===== src/rtl/cash_req_if.sv =====
// cash_req_if: request/response handshake bundle between a requester and cash_request_controller.
interface cash_req_if #(
  parameter int KEY_WIDTH = 16,
  parameter int VALUE_WIDTH = 16
);
  logic req_valid;
  logic req_ready;
  logic [1:0] req_op;
  logic [KEY_WIDTH-1:0] req_key;
  logic [VALUE_WIDTH-1:0] req_value;
  logic resp_valid;
  logic resp_ready;
  logic [1:0] resp_status;
  logic [VALUE_WIDTH-1:0] resp_value;
  modport master (
    output req_valid, req_op, req_key, req_value, resp_ready,
    input req_ready, resp_valid, resp_status, resp_value
  );
  modport slave (
    input req_valid, req_op, req_key, req_value, resp_ready,
    output req_ready, resp_valid, resp_status, resp_value
  );
endinterface


===== src/rtl/cash_request_controller.sv =====
// cash_request_controller: linear-probing lookup/insert/delete controller for a row of cash cells.
// Defining CASH_CTRL_OCCUPANCY_EN adds a registered occupancy (popcount of occupied slots) output.
module cash_request_controller #(
  parameter int KEY_WIDTH = 16,
  parameter int VALUE_WIDTH = 16,
  parameter int NUM_CELLS = 8,
  localparam int IDX_W = $clog2(NUM_CELLS),
  localparam int DW = KEY_WIDTH + VALUE_WIDTH
) (
  input  logic clk,
  input  logic reset,
  cash_req_if.slave bus,
  output logic [NUM_CELLS-1:0] cell_cs,
  output logic cell_we,
  output logic cell_del,
  output logic [DW-1:0] cell_data_in,
  input  logic [NUM_CELLS*DW-1:0] cell_data_out
`ifdef CASH_CTRL_OCCUPANCY_EN
  ,
  output logic [IDX_W:0] occupancy
`endif
);
  typedef enum logic [1:0] {IDLE, PROBE, WRITE, RESP} state_t;
  localparam logic [1:0] OP_LOOKUP = 2'b00, OP_INSERT = 2'b01, OP_DELETE = 2'b10, OP_BAD = 2'b11;
  localparam logic [1:0] ST_OK = 2'b00, ST_MISS = 2'b01, ST_FULL = 2'b10, ST_BAD = 2'b11;
  state_t state, state_n;
  logic [1:0] op, status;
  logic [KEY_WIDTH-1:0] key;
  logic [VALUE_WIDTH-1:0] value, rvalue;
  logic [IDX_W-1:0] idx, cnt, fe_idx;
  logic fe_valid;
  logic [NUM_CELLS-1:0] occupied;
  logic [DW-1:0] cur;
  logic match, last, fe_any;
  assign cur = cell_data_out[idx*DW +: DW];
  assign match = occupied[idx] && cur[DW-1:VALUE_WIDTH] == key;
  assign last = &cnt;
  // The slot under the final probe can itself be the first hole.
  assign fe_any = fe_valid || !occupied[idx];
  assign bus.req_ready = state == IDLE;
  assign bus.resp_valid = state == RESP;
  assign bus.resp_status = status;
  assign bus.resp_value = rvalue;
  always_comb begin
    state_n = state;
    cell_cs = '0;
    cell_we = 1'b0;
    cell_del = 1'b0;
    cell_data_in = {key, value};
    case (state)
      IDLE: if (bus.req_valid) state_n = bus.req_op == OP_BAD ? RESP : PROBE;
      PROBE:
        if (match) begin
          state_n = RESP;
          cell_cs[idx] = op != OP_LOOKUP;
          cell_we = op == OP_INSERT;
          cell_del = op == OP_DELETE;
        end else if (last) state_n = op == OP_INSERT && fe_any ? WRITE : RESP;
      WRITE: begin
        state_n = RESP;
        cell_cs[fe_idx] = 1'b1;
        cell_we = 1'b1;
      end
      RESP: if (bus.resp_ready) state_n = IDLE;
      default: state_n = IDLE;
    endcase
  end
  always_ff @(posedge clk or posedge reset) begin
    if (reset) begin
      state <= IDLE;
      op <= '0;
      key <= '0;
      value <= '0;
      idx <= '0;
      cnt <= '0;
      fe_idx <= '0;
      fe_valid <= 1'b0;
      occupied <= '0;
      status <= '0;
      rvalue <= '0;
    end else begin
      state <= state_n;
      case (state)
        IDLE:
          if (bus.req_valid) begin
            op <= bus.req_op;
            key <= bus.req_key;
            value <= bus.req_value;
            idx <= bus.req_key[IDX_W-1:0] ^ bus.req_key[2*IDX_W-1:IDX_W];
            cnt <= '0;
            fe_valid <= 1'b0;
            status <= ST_BAD;
            rvalue <= '0;
          end
        PROBE:
          if (match) begin
            status <= ST_OK;
            rvalue <= op == OP_LOOKUP ? cur[VALUE_WIDTH-1:0] : '0;
            if (op == OP_DELETE) occupied[idx] <= 1'b0;
          end else begin
            idx <= idx + 1'b1;
            cnt <= cnt + 1'b1;
            if (!fe_valid && !occupied[idx]) begin
              fe_valid <= 1'b1;
              fe_idx <= idx;
            end
            status <= op == OP_INSERT ? (fe_any ? ST_OK : ST_FULL) : ST_MISS;
          end
        WRITE: begin
          occupied[fe_idx] <= 1'b1;
          status <= ST_OK;
        end
        default: ;
      endcase
    end
  end
`ifdef CASH_CTRL_OCCUPANCY_EN
  always_ff @(posedge clk or posedge reset) begin
    if (reset) occupancy <= '0;
    else if (state == WRITE) occupancy <= occupancy + 1'b1;
    else if (state == PROBE && match && op == OP_DELETE) occupancy <= occupancy - 1'b1;
  end
`endif
endmodule


===== src/flat_wrapper.sv =====
// flat-port wrapper written by rule: the top's interface ports become plain ports
module cash_request_controller_flat 
#(
  parameter int KEY_WIDTH = 16,
  parameter int VALUE_WIDTH = 16,
  parameter int NUM_CELLS = 8,
  localparam int IDX_W = $clog2(NUM_CELLS),
  localparam int DW = KEY_WIDTH + VALUE_WIDTH
)
  (clk, reset, cell_cs, cell_we, cell_del, cell_data_in, cell_data_out, bus_req_valid, bus_req_op, bus_req_key, bus_req_value, bus_resp_ready, bus_req_ready, bus_resp_valid, bus_resp_status, bus_resp_value);
  cash_req_if #(.KEY_WIDTH(KEY_WIDTH), .VALUE_WIDTH(VALUE_WIDTH)) bus_i ();
  input  logic clk;
  input  logic reset;
  output logic [NUM_CELLS-1:0] cell_cs;
  output logic cell_we;
  output logic cell_del;
  output logic [DW-1:0] cell_data_in;
  input  logic [NUM_CELLS*DW-1:0] cell_data_out;
  input wire logic [$bits(bus_i.req_valid)-1:0] bus_req_valid;
  input wire logic [$bits(bus_i.req_op)-1:0] bus_req_op;
  input wire logic [$bits(bus_i.req_key)-1:0] bus_req_key;
  input wire logic [$bits(bus_i.req_value)-1:0] bus_req_value;
  input wire logic [$bits(bus_i.resp_ready)-1:0] bus_resp_ready;
  output wire logic [$bits(bus_i.req_ready)-1:0] bus_req_ready;
  output wire logic [$bits(bus_i.resp_valid)-1:0] bus_resp_valid;
  output wire logic [$bits(bus_i.resp_status)-1:0] bus_resp_status;
  output wire logic [$bits(bus_i.resp_value)-1:0] bus_resp_value;
  assign bus_i.req_valid = bus_req_valid;
  assign bus_i.req_op = bus_req_op;
  assign bus_i.req_key = bus_req_key;
  assign bus_i.req_value = bus_req_value;
  assign bus_i.resp_ready = bus_resp_ready;
  assign bus_req_ready = bus_i.req_ready;
  assign bus_resp_valid = bus_i.resp_valid;
  assign bus_resp_status = bus_i.resp_status;
  assign bus_resp_value = bus_i.resp_value;
  cash_request_controller #(.KEY_WIDTH(KEY_WIDTH), .VALUE_WIDTH(VALUE_WIDTH), .NUM_CELLS(NUM_CELLS)) u_core (.clk(clk), .reset(reset), .bus(bus_i), .cell_cs(cell_cs), .cell_we(cell_we), .cell_del(cell_del), .cell_data_in(cell_data_in), .cell_data_out(cell_data_out));
endmodule

===== config.mk =====
export PLATFORM = sky130hd
export DESIGN_NAME = cash_request_controller_flat
export DESIGN_NICKNAME = d
export VERILOG_FILES = /design/src/rtl/cash_req_if.sv /design/src/rtl/cash_request_controller.sv /design/src/flat_wrapper.sv
export SDC_FILE = /design/constraint.sdc
export NUM_CORES = 1
export LEC_CHECK = 0
export ABC_AREA = 1
export BUFFER_PORTS_ARGS = -buffer_cell sky130_fd_sc_hd__buf_2
export CELL_PAD_IN_SITES_DETAIL_PLACEMENT = 1
export CELL_PAD_IN_SITES_GLOBAL_PLACEMENT = 1
export CORE_MARGIN = 1.5
export CORE_UTILIZATION = 31
export CTS_CLUSTER_DIAMETER = 60
export DETAILED_ROUTE_END_ITERATION = 10
export PLACE_DENSITY = 0.91
export SYNTH_ARGS = -nofsm -noshare
export SYNTH_HDL_FRONTEND = slang
export SYNTH_SLANG_ARGS = --single-unit

===== constraint.sdc =====
create_clock -name clk -period 3.7 [get_ports clk]
set_clock_uncertainty 0.2 [all_clocks]
set_input_delay 0.37 -clock clk [delete_from_list [all_inputs] [get_ports clk]]
set_output_delay 0.37 -clock clk [all_outputs]
set_load 0.01 [all_outputs]

==> flow_metrics.tcl, run 1 <==
set metrics [dict create \
    power_mw 7.07 \
    r2r_slack_ns 0.78 \
    final_antenna_net_count 0 \
    holdWs_ns 0.0101 \
    finalHoldViolations 0 \
    syn_inst 1051 \
    gp_congestion 0.950 \
    cp-start-kind "flop" \
    htreeDepth 3 \
    synth-edff-count 0 \
    avgRoutedWirePerCell_um 18.3 \
    synth_flop_cell "dfrtp_1" \
    powerDensity_nw_per_um2 808 \
    layout_commonest_cell "nand2_1" \
    synth_warnings 0 \
    dieWidth_um 145 \
    post-route-period-util_pct 94.5 \
    pre_cts_ws_ns 0.471 \
    p_leak_nw 5.09 \
    yosys.area.top_type "nand2_1" \
    finalInstanceArea_um2 8750 \
    cts_tree "yes" \
    seq_area_frac_synth_pct 28.7 \
    cts-root-buf "clkbuf_16" \
    maxCapViolCount 0 \
    cp.arrival_ns 2.92 \
    crit_path_start "u_core.idx[2]" \
    dp_hpwl_mm 24.4 \
    vias 8478 \
    vdd_ir_drop_max_mv 0.445 \
    synth.area.top_cells "nand2_1 (30%), dfrtp_1 (29%), inv_1 (6.1%)" \
    worst_slack_ns 0.205 \
    hp-class "input port to flop" \
    syn_nets 1352 \
    final_cell_mix "nand2_1 (504), buf_2 (355), inv_1 (101)" \
    synth_top_area_share_pct 30.2 \
    slew_headroom_pct 29.3 \
    clk_pin_slew_ns 0.06 \
    crit_end "cell_cs[3]" \
    antenna_found_initial 4 \
    async_flop_share_pct 100 \
    drcViolationCount 0 \
    drt_iter0_markers 480 \
    syn_area_per_cell_um2 5.97 \
    status "finished, final reports clean" \
    place_inst 1654 \
    cp_max_fo 8 \
    max_slew.worst_pin.slew_ns 1.05 \
    start_util_pct 31.9 \
    wirelength_mm 30.6 \
    dr.pass1.iters 5 \
    dieArea_um2 21100 \
    final_core_utilization_pct 44.5 \
    die_h_um 145 \
    clock_latency_ns 0.35 \
    grt-ovfl-total 0 \
    nNetsFinal 1705 \
    cp-end-kind "primary output" \
    final_cells 1678 \
    fmax_ghz 0.286 \
    slew_viol_final 0 \
    area_growth_pct 39.5 \
    netlist_area_um2 6270 \
    worstSetupPathType "flop to primary output" \
    cts.sinks 72 \
    reg2reg_depth 14 \
    viasPerCell 5.05 \
    drive_above_1_share_pct 31.2 \
    period_minus_slack_ns 3.49 \
    tns_ns 0 \
    grt_max_degree 76 \
    grt_pass1_vias 8755 \
    clockBufferDepth 2 \
    grt_pass1_wl_mm 47.5 \
    num_rows 51 \
    cts_buffers 9 \
    synth.ff_latch_count 72 \
    track_usage_pct 28.6 \
    rsz0062_at_grt "false" \
    synth.distinct_cells 43 \
    design.portCount 356 \
    setup_viol 0 \
    placed_cell_area_um2 8360 \
    port-buffer-count 355 \
    core_area_um2 19700 \
    crit_required_ns 3.13 \
    reg2reg_to "u_core.bus.resp_value[8]" \
    r2r-start "u_core.idx[2]" \
]
## logic make-up (layout without fill, tap and decap cells)
kind of cell | count (synthesis) | count (layout) | synth area share [%]
AO/OA/AOI/OAI | 141 | 141 | 15.2
XOR/XNOR | 2 | 2 | 0.279
adder cells (fa/ha/maj) | 7 | 7 | 1.40
buffers and inverters | 151 | 509 | 10.4
flip-flops | 72 | 72 | 28.7
other | 0 | 4 | 0
AND/OR/NAND/NOR | 678 | 678 | 44.0
## how the worst min path moves through the flow
stage               cells past startpoint          startpoint            endpoint  slack, ns
finish                                  3   bus_req_value[12]    u_core.value[12]       0.01
global route                            3    bus_req_value[8]     u_core.value[8]       0.02
CTS                                     3   bus_req_value[12]    u_core.value[12]      0.005
detailed placement                      2     u_core.value[1]     u_core.value[1]       0.26
global placement                        2  u_core.occupied[2]  u_core.occupied[2]       0.25
floorplan                               2  u_core.occupied[2]  u_core.occupied[2]       0.24
## sequential cells by signal (all words and copies together) (netlist names), 2 cells and up
| signal | flops |
|---|---|
| u_core.bus.resp_value | 16 |
| u_core.key | 16 |
| u_core.value | 16 |
| u_core.occupied | 8 |
| u_core.cnt | 3 |
| u_core.fe_idx | 3 |
| u_core.idx | 3 |
| u_core.bus.resp_status | 2 |
| u_core.op | 2 |
| u_core.state | 2 |
## cell usage after synthesis (2+ instances only)
library cell and number:
nor2_4 2, a22oi_1 22, o21ai_0 36, or2_2 3, nor3_1 6, clkbuf_1 19, nand3b_1 3, nand3_1 57
dfrtp_1 72, nand2_1 505, or2_1 3, o31ai_1 6, nand2_4 3, a221oi_1 14, ha_1 7, inv_2 3
buf_4 8, buf_6 6, o21ai_2 14, o21ai_1 3, nand4_1 14, inv_1 102, buf_2 9, clkinv_1 3
a22o_1 8, o21bai_1 9, a21oi_1 23, o211ai_1 2, nor2_1 75
## what timing repair did
item                                    in CTS  in global routing
endpoints found under the setup margin       0                 10
hold buffers                                 1                  0
buffers inserted                             0                  1
resized for setup                            0                 15
hold endpoints to repair                    36                  0
## power by group
part / internal, mW / switching (mW)
Clock: 0.482 / 0.388
Combinational: 1.61 / 3.11
Sequential: 1.15 / 0.337
## per-layer routing
layer	wire (um)	vias to the layer above	GRT usage, %
met5	0	-	0
met4	890	0	10.4
met3	1800	55	5.53
met2	15100	282	48.3
met1	12900	4099	36.0
li1	-	4042	-
## worst max-delay path: stages, from the launching register on
cell and delay [ns]:
dfrtp_2 0.49, nand2_1 0.27, inv_1 0.16, nand3_1 0.10
nand2_1 0.08, o21bai_1 0.18, nand2_1 0.11, nor2_1 0.13
nand3_1 0.14, nor2_4 0.17, nand3_4 0.15, clkinvlp_4 0.19
nand2_1 0.07, a21oi_1 0.16, buf_2 0.16
## cell type report
| cell class | count | area, um^2 |
|---|---|---|
| multi-input cells | 828 | 3850 |
| inverters | 108 | 420 |
| diodes | 4 | 10.0 |
| clock inverters | 6 | 50.0 |
| repair buffers | 384 | 2040 |
| well taps | 265 | 332 |
| repair inverters | 1 | 7.51 |
| clock buffers | 10 | 239 |
| flip-flops and latches | 72 | 1800 |
| fillers | 2841 | 10900 |
(Power assumes the default switching activity.)
==> inputs of run 2 (changes only) <==
--- a/config.mk
+++ b/config.mk
@@ -8,9 +8,9 @@
 export ABC_AREA = 1
 export BUFFER_PORTS_ARGS = -buffer_cell sky130_fd_sc_hd__buf_2
 export CELL_PAD_IN_SITES_DETAIL_PLACEMENT = 1
-export CELL_PAD_IN_SITES_GLOBAL_PLACEMENT = 1
+export CELL_PAD_IN_SITES_GLOBAL_PLACEMENT = 2
 export CORE_MARGIN = 1.5
-export CORE_UTILIZATION = 31
+export CORE_UTILIZATION = 23
 export CTS_CLUSTER_DIAMETER = 60
 export DETAILED_ROUTE_END_ITERATION = 10
 export PLACE_DENSITY = 0.91
==> constraint.sdc (replaced) <==
create_clock -name clk -period 4.3 [get_ports clk]
set_clock_uncertainty 0.2 [all_clocks]
set_input_delay 0.43 -clock clk [delete_from_list [all_inputs] [get_ports clk]]
set_output_delay 0.43 -clock clk [all_outputs]
set_load 0.01 [all_outputs]
==> run 2 against run 1 <==
  * Core utilization is 12 points lower
  * Final area is 0.30% lower
  * Flip-flop and latch count stayed put
  * Register-to-register slack better by 0.19 ns
  * Combinational power is 17% lower
  * Non-clock buffer count is 13 lower
  * Sequential power is 14% lower
  * Sequential share of layout area is 0.062 points higher
  * Critical path type unchanged
  * Critical endpoint is now cell_cs[6]
  * Critical path depth is 1 higher
==> flow_metrics.tcl, run 2 (synthesis gave the netlist of run 1 again) <==
set metrics [dict create \
    clock_latency_ns 0.35 \
    slowest_delay_ns 0.67 \
    worst_slack_ns 0.328 \
    cts.sinks 72 \
    cp.arrival_ns 3.34 \
    grt_pass1_wl_mm 46.2 \
    grt_max_degree 93 \
    start_util_pct 23.3 \
    avgRoutedWirePerCell_um 17.3 \
    dp_hpwl_mm 24.0 \
    cp_slowest_cell "dfrtp_1" \
    slew_viol_final 0 \
    p_leak_nw 5.03 \
    port-buffer-count 355 \
    wirelength_mm 30.2 \
    nFillCells 3606 \
    tns_ns 0 \
    cts_tree "yes" \
    worst_path_most_repeated_cell "nand2_1" \
    routed.top_layer "met4" \
    finalHoldViolations 0 \
    dieArea_um2 28300 \
    dieWidth_um 168 \
    maxCapViolCount 0 \
    path_delay_family "simple AND/OR/NAND/NOR gates" \
    cp-start-kind "flop" \
    dr.pass1.iters 5 \
    status "finished, final reports clean" \
    path_buf_inv 3 \
    grt_pass1_vias 8504 \
    htreeDepth 3 \
    rsz0062_at_grt "false" \
    cp_cell_sequence "inv_2 -> nor2_2 -> nand3_1 -> nand2_1 -> nor2_1 -> nand2_1 -> nand2_1 -> nor2_1 -> nand3_1 -> nor2_4 -> nand3_2 -> clkinv_1 -> nand2_1 -> a21oi_1 -> buf_2" \
    core_area_um2 26900 \
    fmax_ghz 0.252 \
    clk_pin_slew_ns 0.06 \
    gp_congestion 0.858 \
    vias 8178 \
    grt-ovfl-total 0 \
    cp-end-kind "primary output" \
    nNetsFinal 1691 \
    track_usage_pct 21.0 \
    max_slew.worst_pin.slew_ns 0.990 \
    clockBufferDepth 2 \
    die_h_um 168 \
    powerDensity_nw_per_um2 691 \
    m1WireLength_mm 13.6 \
    crit_required_ns 3.67 \
    cts-root-buf "clkbuf_16" \
    vdd_ir_drop_max_mv 0.310 \
    cts_setup_buffers 0 \
    met3RoutedLength_mm 1.20 \
    final_cell_mix "nand2_1 (505), buf_2 (355), inv_1 (101)" \
    viasPerCell 4.70 \
    antenna_found_initial 5 \
    pre_cts_ws_ns 0.440 \
    post-route-period-util_pct 92.4 \
    drt_iter0_markers 355 \
    period_minus_slack_ns 3.97 \
    cts.repair.resized 0 \
    slew_headroom_pct 34.0 \
    cts_hold_buf 0 \
    drive_above_1_share_pct 30.3 \
    dr_wl_met2_mm 14.8 \
    drcViolationCount 0 \
    final_antenna_net_count 0 \
    cts_buffers 9 \
    cp_max_fo 18 \
    worstSetupPathType "flop to primary output" \
    area_growth_pct 39.1 \
    layout_commonest_cell "nand2_1" \
    hp-class "input port to async pin" \
    setup_viol 0 \
    num_rows 60 \
    design.portCount 356 \
]
## run 2: through the flow
step	std cells	instance area [um^2]	hold WS [ns]	utilization (%)	total power, mW
floorplan	1051	6270	0.242	-	3.84
global placement	1720	8380	0.256	31.2	5.13
detailed placement	1720	8380	0.260	31.2	5.20
CTS	1736	8710	0.0593	32.4	6.10
global route	1738	8720	0.0785	32.4	6.62
finish	1741	8730	0.0629	32.5	6.03
## run 2: cell type report
class / count / area, um^2 / share of cell area, %
repair buffers: 371 / 1920 / 22.0
well taps: 341 / 427 / 4.89
clock inverters: 7 / 103 / 1.18
clock buffers: 9 / 225 / 2.58
inverters: 108 / 407 / 4.66
multi-input cells: 828 / 3830 / 43.9
flip-flops and latches: 72 / 1800 / 20.7
diodes: 5 / 12.5 / 0.143
## run 2: per-layer routing
layer	track usage, %	vias to the layer above
met4	5.78	0
met2	37.4	222
met3	3.08	37
li1	-	4020
met1	26.3	3899
met5	0	-
## run 2: final timing paths
path / startpoint / end / slack [ns] / depth (start not counted)
max in group asynchronous: reset / u_core.idx[0] / 2.94 / 3
worst max-delay path: u_core.idx[1] / cell_cs[6] / 0.33 / 15
min in group clk: bus_req_value[10] / u_core.value[10] / 0.07 / 3
worst min register to register: u_core.occupied[2] / u_core.occupied[2] / 0.27 / 2
worst max register to register: u_core.idx[1] / u_core.bus.resp_value[2] / 0.97 / 15
worst min-delay path: reset / u_core.bus.resp_value[13] / 0.06 / 2
## run 2: power by group
group          switching (mW)  total, mW  internal, mW
Sequential              0.288       1.27         0.985
Clock                   0.339      0.854         0.515
Combinational            2.62       3.91          1.28
## run 2: worst reg2reg max path, stage by stage, from the launching register on
cell and delay [ns]:
dfrtp_1 0.67, inv_2 0.29, nor2_2 0.37, nand3_1 0.13, nand2_1 0.11, nor2_1 0.05
nand2_1 0.05, nand2_1 0.12, nor2_1 0.16, nand3_1 0.14, nor2_4 0.15, nand2_4 0.09
nand2_4 0.15, nand2_4 0.27, nand2_1 0.20, o21ai_2 0.06
==> inputs of run 3 (changes only) <==
--- a/config.mk
+++ b/config.mk
@@ -7,13 +7,14 @@
 export LEC_CHECK = 0
 export ABC_AREA = 1
 export BUFFER_PORTS_ARGS = -buffer_cell sky130_fd_sc_hd__buf_2
+export CAP_MARGIN = 30
 export CELL_PAD_IN_SITES_DETAIL_PLACEMENT = 1
 export CELL_PAD_IN_SITES_GLOBAL_PLACEMENT = 2
 export CORE_MARGIN = 1.5
-export CORE_UTILIZATION = 23
+export CORE_UTILIZATION = 21
 export CTS_CLUSTER_DIAMETER = 60
 export DETAILED_ROUTE_END_ITERATION = 10
-export PLACE_DENSITY = 0.91
+export PLACE_DENSITY = 0.85
 export SYNTH_ARGS = -nofsm -noshare
 export SYNTH_HDL_FRONTEND = slang
 export SYNTH_SLANG_ARGS = --single-unit
==> constraint.sdc (replaced) <==
create_clock -name clk -period 3.84 [get_ports clk]
set_clock_uncertainty 0.2 [all_clocks]
set_input_delay 0.384 -clock clk [delete_from_list [all_inputs] [get_ports clk]]
set_output_delay 0.384 -clock clk [all_outputs]
set_load 0.01 [all_outputs]
==> run 3 against run 2 <==
  * Die area rose by 9.3%
  * Cell count up 3.5%
  * Flip-flop and latch count unchanged
  * Critical path depth is 1 higher
  * Hold slack got worse by 0.042 ns
  * Global-route usage decreased by 1.1 points
  * Core utilization down 2.2 points
  * Non-clock buffer count rose by 11
  * Worst setup slack lost 0.096 ns
  * Wire length is 3.8% higher
==> flow_metrics.tcl, run 3 (synthesis gave the netlist of run 1 again) <==
set metrics [dict create \
    status "finished, final reports clean" \
    slew_headroom_pct 47.8 \
    avgRoutedWirePerCell_um 17.4 \
    clockBufferDepth 2 \
    drt_iter0_markers 397 \
    dr.pass1.iters 5 \
    post-route-period-util_pct 94.0 \
    max_slew.worst_pin.slew_ns 0.782 \
    p_leak_nw 5.10 \
    placed_cell_area_um2 8530 \
    cts_tree "yes" \
    grt-ovfl-total 0 \
    hp-class "input port to flop" \
    final_cells 1802 \
    wirelength_mm 31.3 \
    crit_required_ns 3.26 \
    design.portCount 356 \
    slew_viol_final 0 \
    power_mw 6.97 \
    htreeDepth 3 \
    fmax_ghz 0.277 \
    grt_pass1_wl_mm 47.1 \
    grt_max_degree 67 \
    worstSetupPathType "flop to primary output" \
    cp_max_fo 17 \
    cp-start-kind "flop" \
    start_util_pct 21.2 \
    powerDensity_nw_per_um2 780 \
    period_minus_slack_ns 3.61 \
    die_h_um 176 \
    num_rows 63 \
    cts.sinks 72 \
    antenna_found_initial 7 \
    rsz0062_at_grt "false" \
    grt_pass1_vias 8325 \
    vias 8115 \
    drive_above_1_share_pct 31.2 \
    dp_hpwl_mm 25.1 \
    dieWidth_um 176 \
    maxCapViolCount 0 \
    area_growth_pct 42.4 \
    gp_congestion 0.892 \
    track_usage_pct 19.9 \
    finalHoldViolations 0 \
    cts_setup_buffers 0 \
    tns_ns 0 \
    clk_pin_slew_ns 0.08 \
    nFillCells 3962 \
    final_cell_mix "nand2_1 (504), buf_2 (355), inv_1 (101)" \
    cp.arrival_ns 3.02 \
    final_core_utilization_pct 30.2 \
    layout_commonest_cell "nand2_1" \
    cts-root-buf "clkbuf_16" \
    finalInstanceArea_um2 8930 \
    drcViolationCount 0 \
    clock_latency_ns 0.35 \
    cp-end-kind "primary output" \
    dieArea_um2 30900 \
    final_antenna_net_count 0 \
    vdd_ir_drop_max_mv 0.304 \
    core_area_um2 29600 \
    nNetsFinal 1702 \
    setup_viol 0 \
    viasPerCell 4.50 \
    port-buffer-count 355 \
    place_inst 1779 \
    cts_buffers 9 \
]
## run 3: cell types whose count changed in the layout (fill, tap and decap cells not counted), sizes merged
| cell | before | now |
|---|---|---|
| buf | 371 | 381 |
| clkinv | 6 | 4 |
| bufinv | 2 | 3 |
| clkbuf | 9 | 10 |
| clkinvlp | 1 | 2 |
| diode | 5 | 6 |
| dlygate4sd3 | 0 | 1 |
| inv | 106 | 105 |
## run 3: path summary, 6_finish.rpt
kind	endpoint	cells past startpoint	start	slack (ns)
min	u_core.key[11]	3	bus_req_key[11]	0.02
max in group asynchronous	u_core.idx[0]	4	reset	2.20
min in group asynchronous	u_core.op[1]	3	reset	0.46
max	cell_cs[0]	16	u_core.idx[1]	0.23
min reg2reg	u_core.occupied[2]	2	u_core.occupied[2]	0.27
max reg2reg	u_core.bus.resp_value[10]	16	u_core.idx[1]	0.84
## run 3: critical path, cell delays in order, from the launching register on
cell and delay (ns):
dfrtp_1 0.42, buf_4 0.22, inv_2 0.10, buf_4 0.23, nand2_1 0.08, nand2_1 0.08, nand2_1 0.05, nand2_1 0.24
nand2_1 0.09, nor2_1 0.11, nand3_1 0.13, nor2_4 0.15, nand3_2 0.14, clkinvlp_4 0.21, nand2_1 0.08, a21oi_1 0.16
buf_2 0.16
## run 3: timing repair
item	in CTS	in global routing
endpoints found under the setup margin	9	9
endpoints found under the hold margin	30	0
gates cloned	0	0
resized for setup	1	10
hold buffers	1	0
## run 3: layout make-up
type	count	area [um^2]	share of cell area [%]
multi-input cells	828	3840	43.0
repair buffers	382	2010	22.5
diodes	6	15.0	0.168
flip-flops and latches	72	1800	20.2
inverters	108	418	4.68
clock buffers	10	239	2.68
clock inverters	6	115	1.29
well taps	390	488	5.46
## run 3: through the flow
stage | hold slack (ns) | setup slack, ns
after floorplan | 0.242 | 1.24
after global placement | 0.255 | 0.386
after detailed placement | 0.259 | 0.320
after CTS | 0.000787 | 0.0755
after global routing | 0.00736 | 0.000378
final | 0.0211 | 0.232
## run 3: routing by layer
metal  vias up  part of all wire [%]  GRT usage (%)  wire, um
li1       4038                     -              -         -
met1      3829                    45           25.9     14100
met2       222                    49           33.9     15300
met3        24                   4.7           3.03      1490
met4         2                   1.6           5.80       490
met5         -                 0.038              0        12
## run 3: report_power, final
group	switching (mW)	internal [mW]
logic	2.98	1.51
clock network	0.404	0.658
registers	0.311	1.10
total	3.70	3.27
